==> config.mk <==
export PLATFORM = sky130hd
export DESIGN_NAME = sequence_detect
export DESIGN_NICKNAME = d
export VERILOG_FILES = /design/src/rtl/sequence_detect.sv
export SDC_FILE = /design/constraint.sdc
export NUM_CORES = 1
export LEC_CHECK = 0
export ABC_AREA = 1
export BUFFER_PORTS_ARGS = -buffer_cell sky130_fd_sc_hd__buf_2
export CAP_MARGIN = 40
export CORE_AREA = 2 2 39 41
export DETAILED_ROUTE_END_ITERATION = 8
export DIE_AREA = 0 0 41 43
export GPL_ROUTABILITY_DRIVEN = 0
export HOLD_SLACK_MARGIN = 0.03
export SETUP_SLACK_MARGIN = 0.5
export SKIP_LAST_GASP = 1
export SYNTH_ARGS = -nofsm -noshare
export SYNTH_HDL_FRONTEND = slang
export SYNTH_SLANG_ARGS = --single-unit
==> constraint.sdc <==
create_clock -name clk -period 2.7 [get_ports clk]
set_clock_uncertainty 0.15 [all_clocks]
set_input_delay 0.135 -clock clk [delete_from_list [all_inputs] [get_ports clk]]
set_output_delay 0.135 -clock clk [all_outputs]
set_load 0.01 [all_outputs]
==> src/rtl/sequence_detect.sv <==
// Moore detector for the serial code 01101110 (first bit received is the MSB).
// Overlapping matches are supported; o_done pulses for one cycle per match.
module sequence_detect (
    input  logic clk,
    input  logic rst,
    input  logic seed,
    output logic o_done
);

    typedef enum logic [3:0] {
        S0 = 4'd0,
        S1 = 4'd1,
        S2 = 4'd2,
        S3 = 4'd3,
        S4 = 4'd4,
        S5 = 4'd5,
        S6 = 4'd6,
        S7 = 4'd7,
        S8 = 4'd8
    } state_t;

    state_t r_state;
    state_t w_next;

    always_ff @(posedge clk or negedge rst) begin
        if (!rst) begin
            r_state <= S0;
        end else begin
            r_state <= w_next;
        end
    end

    // Failure edges fall back to the longest suffix that is still a pattern prefix.
    always_comb begin
        w_next = S0;
        case (r_state)
            S0:      w_next = seed ? S0 : S1;
            S1:      w_next = seed ? S2 : S1;
            S2:      w_next = seed ? S3 : S1;
            S3:      w_next = seed ? S0 : S4;
            S4:      w_next = seed ? S5 : S1;
            S5:      w_next = seed ? S6 : S1;
            S6:      w_next = seed ? S7 : S4;
            S7:      w_next = seed ? S0 : S8;
            S8:      w_next = seed ? S2 : S1;
            default: w_next = S0;
        endcase
    end

    always_comb begin
        o_done = (r_state == S8);
    end

endmodule

==> results by group <==
Drt
  • Wire length per cell: 8.00 um
  • Via count: 211
  • Post-Route WL: 440 um
  • Residual DRC: 0
  • First-pass iteration count of the detailed router: 4
  • Routed vias/inst: 3.84
  • Post-route ant nets: 0
  • Initial DRC Count: 5

Yosys
  • Post-synth top area share: 45.7%
  • Mapped Area: 219 um^2
  • Top post-synthesis cells by count: 8 x nand2_1, 5 x inv_1, 4 x dfrtp_1
  • Asr flop ratio synth: 100%
  • Biggest area consumer among synthesized cells: dfrtp_1
  • Synthesis Warnings: 0
  • Mapped Cells: 31
  • Post-synth EDFFs: 0
  • Syn Nets: 34
  • Yosys reg bits: 4
  • Syn_area_per_cell: 7.06 um^2
  • Post-synthesis sequential area ratio: 45.7%
  • Top FF cell, synth: dfrtp_1
  • Synth area leaders: dfrtp_1 46%, nand2_1 14%, inv_1 8.6%
  • Most common cell in the netlist: nand2_1
  • Distinct cells, synth: 11

Global routing
  • Overall routing resource usage: 7.38%
  • Initial antenna violation count: 0
  • Vias in the first global route: 208
  • Largest net degree at the start of global routing: 6
  • Global route overflow: 0
  • First-pass GRT wire length: 779 um

Clocking
  • Root Driver: clkbuf_4
  • Clock Pin Slew Worst Setup and Hold Paths: 40 ps
  • Worst-Skew Late Latency: 230 ps
  • Deepest clock path buffer count: 2
  • Post-CTS Resized: 0
  • TritonCTS clock tree: done
  • H-Tree Depth: 1
  • Clock Sink Count: 4
  • CTS Buf Count: 3

Job
  • Max-cap violations: 0

Final layout
  • Max FFs per register: 4
  • Most flop-heavy register: r_state
  • N_diodes: 0
  • Nets: 44
  • Largest registers: r_state x4
  • Layout cells sized above 1: 23.1%
  • Final Non-Filler Cells: 55
  • Layout area overhead: 35.4%

Placement
  • Count of input and output buffers: 3
  • Pre-CTS setup slack: 1580 ps
  • Detailed Place HPWL: 315 um
  • Cells after DPL: 50

STA
  • Max Freq: 734 MHz
  • Hold Vio Cnt, Final: 0
  • Tightest Pin Transition: 200 ps
  • Hold slack: 85.2 ps
  • Slew margin rel.: 86.6%
  • Final setup violation count: 0
  • Setup repair after global routing missed its margin: false
  • Tcrit/Tclk final: 50.5%
  • Max-slew violations: 0
  • Final min period: 1360 ps
  • Setup TNS: 0 ps
  • Setup ws final: 1340 ps

Pwr
  • Worst IR Drop VDD: 313 uV
  • LEAKAGE: 0.157 nW
  • Tot Pwr: 0.267 mW
  • Pwr dens: 902 mW/mm^2

Critical path
  • Crit-path slowest cell: dfrtp_1
  • Critical path startpoint category: register
  • CP bufs+invs: 2
  • Worst Path Required: 2410 ps
  • Worst Setup End Kind: output port
  • WS Path Type: reg2out
  • Crit path cell chain: nor2_2 > nand3_1 > inv_1 > buf_2
  • Worst stage delay on the critical path: 420 ps
  • Crit path DAT: 1080 ps
  • Critical path peak fanout: 5
  • R2r setup slk: 1580 ps
  • CP delay by family, top: flip-flops

Hold path
  • HP Class: in2async

Die
  • Row cnt: 14
  • Die outline height: 43 um
  • Die Area: 0.00176 mm^2
  • Core area: 0.00138 mm^2
  • Initial core utilization: 15.8%
  • Die W: 41 um
  • I/O pin cnt: 4

Run status
  • Outcome: complete, no violations
==> through the flow <==
stage | area [um^2] | util, %
4_1_cts | 297 | 21.4
2_1_floorplan | 219 | -
3_5_place_dp | 254 | 18.4
5_1_grt | 297 | 21.4
3_3_place_gp | 254 | 18.4
6_report | 297 | 21.4
==> placed cells by master (no fill, tap or decap) <==
cell           Yosys  layout
nand2_1            8       8
nor2_2             2       2
nor2_1             3       3
inv_2              1       1
o21ai_0            1       1
clkbuf_4           0       3
nand3_1            2       2
o31ai_1            1       1
a21oi_1            3       3
buf_2              0       3
dfrtp_1            4       4
inv_1              5       5
nor3_1             1       1
dlygate4sd3_1      0       2
==> power by group <==
group / switching (mW) / leakage (nW) / internal, mW
Clock: 0.0225 / 0.0138 / 0.0496
Combinational: 0.0550 / 0.0907 / 0.0361
Sequential: 0.0233 / 0.0522 / 0.0808
==> metal layers <==
layer  track usage (%)  wire (um)  up-vias
met1              7.57        192       92
met5                 0          0        -
met2              9.06        240        4
met3              3.14          6        0
met4              10.0          0        0
li1                  -          -      115
==> layout make-up <==
cell class / count / area (um^2)
clock buffers: 3 / 22.5
multi-input cells: 21 / 96.3
repair buffers: 5 / 35.0
inverters: 6 / 22.5
fillers: 149 / 1090
flip-flops and latches: 4 / 100
well taps: 16 / 20.0
==> final timing paths <==
check,startpoint,to,cells after the start
worst min register to register,r_state[2],r_state[3],2
worst max-delay path,r_state[1],o_done,4
worst min-delay path,rst,r_state[0],2
max in group asynchronous,rst,r_state[2],2
min in group clk,r_state[2],r_state[3],2
worst max register to register,r_state[3],r_state[0],5
==> repair_timing <==
| action | in CTS | in global routing |
|---|---|---|
| hold buffers | 2 | 0 |
| endpoints found under the setup margin | 0 | 0 |
| setup buffers | 0 | 0 |
| endpoints found under the hold margin | 5 | 0 |
==> cell families (layout without fill, tap and decap cells) <==
kind of cell | after synthesis | count (layout) | synth area share [%]
AO/OA/AOI/OAI | 5 | 5 | 12.6
buffers and inverters | 6 | 14 | 10.3
flip-flops | 4 | 4 | 45.7
AND/OR/NAND/NOR | 16 | 16 | 31.4
Power figures use the tool's default switching activity.
